`src/rtl/vga_pkg.sv`:
```
// Shared VGA timing constants, word widths and small helpers.
package vga_pkg;

  localparam int unsigned COLOUR_W = 12;
  localparam int unsigned CNT_W    = 10;

  // 640x480@60 Hz horizontal timing, in pixels
  localparam int unsigned DEF_H_DISP       = 640;
  localparam int unsigned DEF_H_FP         = 16;
  localparam int unsigned DEF_H_SYNC       = 96;
  localparam int unsigned DEF_H_BP         = 48;
  localparam int unsigned DEF_H_TOTAL      = DEF_H_DISP + DEF_H_FP + DEF_H_SYNC + DEF_H_BP;
  localparam int unsigned DEF_H_SYNC_START = DEF_H_DISP + DEF_H_FP;
  localparam int unsigned DEF_H_SYNC_END   = DEF_H_SYNC_START + DEF_H_SYNC;

  // 640x480@60 Hz vertical timing, in lines
  localparam int unsigned DEF_V_DISP       = 480;
  localparam int unsigned DEF_V_FP         = 10;
  localparam int unsigned DEF_V_SYNC       = 2;
  localparam int unsigned DEF_V_BP         = 33;
  localparam int unsigned DEF_V_TOTAL      = DEF_V_DISP + DEF_V_FP + DEF_V_SYNC + DEF_V_BP;
  localparam int unsigned DEF_V_SYNC_START = DEF_V_DISP + DEF_V_FP;
  localparam int unsigned DEF_V_SYNC_END   = DEF_V_SYNC_START + DEF_V_SYNC;

  typedef logic [COLOUR_W-1:0] colour_t;
  typedef logic [CNT_W-1:0]    cnt_t;

  // True when lo <= val < hi_excl
  function automatic logic in_window(cnt_t val, cnt_t lo, cnt_t hi_excl);
    return (val >= lo) && (val < hi_excl);
  endfunction

endpackage

```
`src/rtl/vga_pixel_tick.sv`:
```
// Pixel-rate divider: one-cycle PIX_TICK every CLK_DIV system clocks.
module vga_pixel_tick #(
  parameter int unsigned CLK_DIV = 4
) (
  input  logic CLK,
  input  logic RESET,
  output logic PIX_TICK
);

  localparam int unsigned DIV_W = (CLK_DIV > 1) ? $clog2(CLK_DIV) : 1;
  localparam logic [DIV_W-1:0] DIV_LAST = DIV_W'(CLK_DIV - 1);

  logic [DIV_W-1:0] div_cnt;

  // Free-running 0..CLK_DIV-1 counter; explicit wrap covers non-power-of-two dividers
  always_ff @(posedge CLK or posedge RESET) begin
    if (RESET) begin
      div_cnt <= '0;
    end else if (div_cnt == DIV_LAST) begin
      div_cnt <= '0;
    end else begin
      div_cnt <= div_cnt + 1'b1;
    end
  end

  // Tick marks the last system clock of each pixel
  always_comb begin
    PIX_TICK = (div_cnt == DIV_LAST);
  end

endmodule

```
`src/rtl/vga_sync_gen.sv`:
```
// VGA timing generator: pixel/line counters, address outputs, blanked and
// registered colour/sync pins, and a once-per-frame tick.
module vga_sync_gen
  import vga_pkg::*;
#(
  parameter int unsigned CLK_DIV = 4,
  parameter int unsigned H_DISP  = DEF_H_DISP,
  parameter int unsigned H_FP    = DEF_H_FP,
  parameter int unsigned H_SYNC  = DEF_H_SYNC,
  parameter int unsigned H_BP    = DEF_H_BP,
  parameter int unsigned V_DISP  = DEF_V_DISP,
  parameter int unsigned V_FP    = DEF_V_FP,
  parameter int unsigned V_SYNC  = DEF_V_SYNC,
  parameter int unsigned V_BP    = DEF_V_BP
) (
  input  logic          CLK,
  input  logic          RESET,
  input  logic [11:0]   COLOUR_IN,
  output logic [9:0]    ADDRH,
  output logic [8:0]    ADDRV,
  output logic [11:0]   VGA_COLOUR,
  output logic          VGA_HS,
  output logic          VGA_VS,
  output logic          FRAME_TICK
);

  localparam int unsigned H_TOTAL = H_DISP + H_FP + H_SYNC + H_BP;
  localparam int unsigned V_TOTAL = V_DISP + V_FP + V_SYNC + V_BP;

  localparam cnt_t H_LAST     = cnt_t'(H_TOTAL - 1);
  localparam cnt_t V_LAST     = cnt_t'(V_TOTAL - 1);
  localparam cnt_t H_DISP_END = cnt_t'(H_DISP);
  localparam cnt_t V_DISP_END = cnt_t'(V_DISP);
  localparam cnt_t HS_START   = cnt_t'(H_DISP + H_FP);
  localparam cnt_t HS_END     = cnt_t'(H_DISP + H_FP + H_SYNC);
  localparam cnt_t VS_START   = cnt_t'(V_DISP + V_FP);
  localparam cnt_t VS_END     = cnt_t'(V_DISP + V_FP + V_SYNC);

  logic pix_tick;
  cnt_t h_cnt;
  cnt_t v_cnt;
  logic disp;
  logic h_last;
  logic v_last;
  logic hs_active;
  logic vs_active;

  vga_pixel_tick #(
    .CLK_DIV(CLK_DIV)
  ) u_pixel_tick (
    .CLK     (CLK),
    .RESET   (RESET),
    .PIX_TICK(pix_tick)
  );

  // Decode the current counter position
  always_comb begin
    disp      = (h_cnt < H_DISP_END) && (v_cnt < V_DISP_END);
    h_last    = (h_cnt == H_LAST);
    v_last    = (v_cnt == V_LAST);
    hs_active = in_window(h_cnt, HS_START, HS_END);
    vs_active = in_window(v_cnt, VS_START, VS_END);
  end

  // Horizontal and vertical position counters, advanced once per pixel
  always_ff @(posedge CLK or posedge RESET) begin
    if (RESET) begin
      h_cnt <= '0;
      v_cnt <= '0;
    end else if (pix_tick) begin
      if (h_last) begin
        h_cnt <= '0;
        v_cnt <= v_last ? '0 : v_cnt + 1'b1;
      end else begin
        h_cnt <= h_cnt + 1'b1;
      end
    end
  end

  // Pixel address to colour logic; clipped to 0 outside the visible window
  always_comb begin
    ADDRH = disp ? h_cnt : '0;
    ADDRV = disp ? v_cnt[8:0] : '0;
  end

  // Frame start: last system clock of the last pixel of the last line
  always_comb begin
    FRAME_TICK = pix_tick && h_last && v_last;
  end

  // Pin registers: colour and both syncs share the same one-pixel lag
  always_ff @(posedge CLK or posedge RESET) begin
    if (RESET) begin
      VGA_COLOUR <= '0;
      VGA_HS     <= 1'b1;
      VGA_VS     <= 1'b1;
    end else if (pix_tick) begin
      VGA_COLOUR <= disp ? COLOUR_IN : '0;
      VGA_HS     <= ~hs_active;
      VGA_VS     <= ~vs_active;
    end
  end

endmodule
```
`config.mk`:
```
export PLATFORM = sky130hd
export DESIGN_NAME = vga_sync_gen
export DESIGN_NICKNAME = d
export VERILOG_FILES = /design/src/rtl/vga_pkg.sv /design/src/rtl/vga_pixel_tick.sv /design/src/rtl/vga_sync_gen.sv
export SDC_FILE = /design/constraint.sdc
export NUM_CORES = 1
export LEC_CHECK = 0
export CAP_MARGIN = 10
export CORE_MARGIN = 2
export CORE_UTILIZATION = 52
export CTS_CLUSTER_DIAMETER = 60
export CTS_CLUSTER_SIZE = 24
export DETAILED_ROUTE_END_ITERATION = 16
export HOLD_SLACK_MARGIN = 0.06
export MAX_ROUTING_LAYER = met4
export PLACE_DENSITY_LB_ADDON = 0.15
export SYNTH_ARGS = -nofsm -noshare
export SYNTH_HDL_FRONTEND = slang
export SYNTH_HIERARCHICAL = 1
export SYNTH_SLANG_ARGS = --single-unit
export TNS_END_PERCENT = 30
```
`constraint.sdc`:
```
create_clock -name CLK -period 3.12 [get_ports CLK]
set_input_delay 0.624 -clock CLK [delete_from_list [all_inputs] [get_ports CLK]]
set_output_delay 0.624 -clock CLK [all_outputs]
set_load 0.005 [all_outputs]
```
Word level (Yosys, flattened, before mapping)
Cells that the tools add are included.

word-level totals
  output and inout port bits = 34
  word-level logic and storage cells = 32
  bits in registers = 36

operators by class
  reduce and logical (&&, ||, !) cells = 6
  equality and inequality tests = 3
  bitwise operators = 2
  $lt $le $gt $ge = 6
  $add $sub $neg = 3
  muxes and demuxes = 6

operators with widths
  operator               count
  $mux 10                3
  $add 10x1->10 const B  2
  $eq 10x10->1 const B   2
  $lt 10x10->1 const B   2
  $lt 10x9->1 const B    2
  $mux 12                1
  $ge 10x10->1 const B   1
  $ge 10x9->1 const B    1
  $mux 9                 1
  $logic_and 1x1->1      5
  $add 2x1->2 const B    1
  $eq 2x2->1 const B     1
  $mux 2                 1
  $not 1->1              2
  $reduce_and 2->1       1

Depth between registers and ports, before layout
  word-level depth = 3
  gate-level depth with buffers = 7
  gate-level depth less buffers = 6

Hierarchy
Netlist, hierarchy kept.

by module, submodules not included
  module          times used  seq. area each (um2)  cells each  area an instance (um2)
  vga_sync_gen    1           853.3                 191         1,744.2
  vga_pixel_tick  1           50.0                  5           70.1

Least setup slack after synthesis
OpenSTA, ideal clock, no wires.

  path type = flip-flop to output port
  start = register u_pixel_tick.div_cnt[0]
  end = output port FRAME_TICK
  path slack = 0.996 ns
  data arrival time = 1.500 ns
  cell stages (with the launch flop) = 7
  required time = 2.496 ns
  cell sequence = dfrtp_1 -> ha_1 -> buf_4 -> nand3_2 -> or4_1 -> buf_2 -> nor2_1

on the way
  word-level cells in the longest chain between the ends = 3

ends and longest elaborated chain
  item                            line                  source
  start, declared                 vga_pixel_tick.sv:13  logic [DIV_W-1:0] div_cnt;
  start signal, assigned          vga_pixel_tick.sv:22  div_cnt <= div_cnt + 1'b1;
  $eq 2x2->1                      vga_pixel_tick.sv:28  PIX_TICK = (div_cnt == DIV_LAST);
  net pix_tick                    vga_sync_gen.sv:39    logic pix_tick;
  $logic_and 1x1->1 (2 in a row)  vga_sync_gen.sv:88    FRAME_TICK = pix_tick && h_last && v_last;
  end, declared                   vga_sync_gen.sv:24    output logic FRAME_TICK

The timed path passes the listed nets, and every way through them passes these cells.

Worst setup path after layout
  start = register v_cnt[5]
  end = output port ADDRH[3]

on the way
  word-level cells in the longest chain between the ends = 3

ends and longest elaborated chain
  item                    line                source
  start, declared         vga_sync_gen.sv:41  cnt_t v_cnt;
  start signal, assigned  vga_sync_gen.sv:73  v_cnt <= v_last ? '0 : v_cnt + 1'b1;
  $lt 10x9->1             vga_sync_gen.sv:58  disp = (h_cnt < H_DISP_END) && (v_cnt < V_DISP_END);
  $logic_and 1x1->1       vga_sync_gen.sv:58
  $mux 10                 vga_sync_gen.sv:82  ADDRH = disp ? h_cnt : '0;
  end, declared           vga_sync_gen.sv:19  output logic [9:0] ADDRH,

No other way between the ends.

==> impl_metrics.py <==
metrics = {
    "grt": {
        "antenna_found_initial": 0,
        "grt_pass1_wl_um": 6730,
        "overflow": 0,
        "grt_start_max_net_pins": 35,
        "grt_usage_pct": 22.3,
        "grt_pass1_vias": 1450,
    },
    "sta": {
        "maxSlewHeadroom_pct": 58.2,
        "tns_ns": 0,
        "fmaxAchievable_mhz": 335,
        "finalCriticalPeriod_ns": 2.99,
        "final_max_slew_viol_count": 0,
        "skew_ns": 0.00953,
        "hold_viol": 0,
        "setup_violations": 0,
        "worst_slew_pin_slew_ns": 0.627,
        "finalCritPeriodShare_pct": 95.8,
        "rsz0062_at_grt": "no",
    },
    "routing": {
        "drtIter0Drc": 53,
        "routedWlPerCell_um": 13.4,
        "via_count": 1526,
        "viasPerCell": 5.14,
        "route.detailed.drc": 0,
        "antenna_left": 0,
        "wirelength_um": 3980,
        "dr.pass1.iters": 4,
    },
    "hold_path": {
        "worstHoldStart": "u_pixel_tick/div_cnt[0]",
        "hold_class": "flip-flop to flip-flop",
        "hold-path-cell-count": 1,
        "holdPathEnd": "u_pixel_tick/div_cnt[0]",
    },
    "logic_synthesis": {
        "synth_area_leaders": "dfrtp_1 (47%), and2_1 (5.5%), nor2_1 (4.3%)",
        "synth.net_count": 215,
        "syn_inst": 196,
        "synth-async-reset-ratio_pct": 100,
        "yosysMostFrequentCell": "dfrtp_1",
        "synth_area_per_cell_um2": 9.26,
        "ys_warn_count": 6,
        "ys_types": 32,
        "synth_top_area_cell": "dfrtp_1",
        "synth_enable_flop_cells": 0,
        "synthesis.area_mm2": 0.00181,
        "yosysSeqAreaShare_pct": 49.8,
        "synthFlopType": "dfrtp_1",
        "synth-seq-cells": 36,
        "yosysTopAreaCellShare_pct": 46.9,
        "ys_top_cells_by_count": "dfrtp_1 (34), nor2_1 (21), inv_1 (20)",
    },
    "placement": {
        "dp_hpwl_um": 2940,
        "portBuffers": 47,
        "gp_congestion": 0.880,
        "place_area_mm2": 0.00236,
    },
    "clock_network": {
        "cts.reportedPaths.clkPinSlew_ns": 0.11,
        "cts_root_buf": "clkbuf_4",
        "hold_buffers": 0,
        "clkLatencyLatePin_ns": 0.35,
        "numCtsBuffers": 5,
        "cts_tree": "built",
        "clockBufferDepth": 2,
        "htree_num_levels": 2,
        "clock-sinks": 36,
    },
    "layout": {
        "antennaDiodeCount": 0,
        "design_area_mm2": 0.00244,
        "syn2layout_area_growth_pct": 34.3,
        "nNetsFinal": 269,
        "drive_gt1_share_pct": 8.76,
        "regArea_um2": 903,
        "multi_input_area_um2": 810,
        "fillers": 276,
    },
    "worst_setup_path": {
        "worstPathArrival_ns": 2.36,
        "r2r-end": "v_cnt[3]",
        "r2r_setup_slack_ns": 1.11,
        "rr_startpoint": "h_cnt[0]",
        "reg2reg_depth": 5,
        "crit_type": "flip-flop to output port",
        "critical_path.startpoint_type": "flip-flop",
        "critPathMaxFanout": 10,
        "cp_data_required_time_ns": 2.50,
        "worstSetupEndpointType": "output port",
    },
    "power_and_ir_drop": {
        "peakVddDrop_mv": 0.291,
        "pwr_density_cell_mw_per_mm2": 327,
        "leakage_nw": 1.06,
        "p_total_w": 0.000798,
    },
    "status": {
        "status": "finished clean",
    },
    "floorplan": {
        "die-area_mm2": 0.00398,
        "io_pins": 48,
        "num_rows": 21,
        "die_x_um": 63.1,
        "core_area_mm2": 0.00334,
        "start_util_pct": 54.4,
        "die_h_um": 63.1,
    },
    "job": {
        "max_cap_viol_count": 0,
    },
}
==> how the worst max path moves through the flow <==
stage                       endpoint                     from  cells after the start
after floorplan           FRAME_TICK  u_pixel_tick/div_cnt[0]                      6
after detailed placement  FRAME_TICK                 h_cnt[0]                      5
after global routing        ADDRH[6]                 v_cnt[5]                      6
after global placement    FRAME_TICK                 h_cnt[0]                      5
final                       ADDRH[3]                 v_cnt[5]                      6
after CTS                 FRAME_TICK                 h_cnt[0]                      5
==> final cells by class <==
type / instances / area share [%]
Multi-Input combinational cell: 132 / 33.2
Clock buffer: 6 / 2.10
Tap cell: 46 / 2.36
Inverter: 20 / 3.08
Clock inverter: 2 / 0.411
Sequential cell: 36 / 37.1
Timing Repair Buffer: 55 / 21.8
==> metrics by stage <==
step | hold slack [ns] | std cells | util (%) | setup slack (ns)
floorplan | 0.365 | 196 | - | 0.996
global placement | 0.414 | 288 | 70.9 | 0.508
detailed placement | 0.423 | 288 | 70.9 | 0.468
CTS | 0.438 | 296 | 72.7 | 0.0729
global route | 0.455 | 297 | 73.0 | 0.0254
finish | 0.434 | 297 | 73.0 | 0.132
==> kinds of logic after synthesis <==
group | Yosys count | share of synthesized area, %
mux | 3 | 1.72
xor+xnor | 13 | 6.28
fa+ha+maj | 5 | 3.45
buf+inv | 28 | 6.14
compound gates | 23 | 7.72
simple gates | 88 | 24.9
flops | 36 | 49.8
==> critical path, stage by stage, from the launching register on <==
cell	delay, ns
dfrtp_1	0.46
and3_1	0.24
and2_1	0.18
nor3b_1	0.27
buf_4	0.21
and2_1	0.14
clkdlybuf4s50_1	0.50
==> sequential cells by signal (all words and copies together), names as in the netlist <==
name                  cells
u_pixel_tick/div_cnt      2
VGA_HS                    1
VGA_COLOUR               12
v_cnt                    10
h_cnt                    10
VGA_VS                    1
==> timing repair <==
action | in CTS | in global routing
buffers inserted | 0 | 1
endpoints found under the setup margin | 0 | 1
gates resized for setup | 0 | 1
==> report_power, final <==
group / internal, W / switching, W
registers: 0.000474 / 0.00000392
clock network: 0.000107 / 0.000161
logic: 0.0000323 / 0.0000193
total: 0.000614 / 0.000184
==> cells in the final DEF (no fill, tap or decap), types with 3 or more instances in the layout <==
cell,Yosys,final
o21ai_0,6,6
nand2_1,19,19
and3_1,3,3
nor3_1,4,4
clkbuf_4,0,5
inv_1,20,20
buf_4,1,8
nand3_1,7,7
dfrtp_1,34,34
clkdlybuf4s50_1,0,47
and2_1,16,16
xnor2_1,9,9
ha_1,5,5
o22ai_1,12,12
nor2_1,21,21
nand4_1,6,6
xor2_1,4,4
==> layer usage <==
layer | track usage, % | wire (µm) | vias to the layer above
met5 | - | 0 | -
met4 | 7.78 | 63 | 0
met3 | 4.82 | 159 | 7
met2 | 34.6 | 1970 | 34
met1 | 29.2 | 1790 | 722
li1 | - | - | 763
Note: power is estimated with default switching activity, not from simulation.
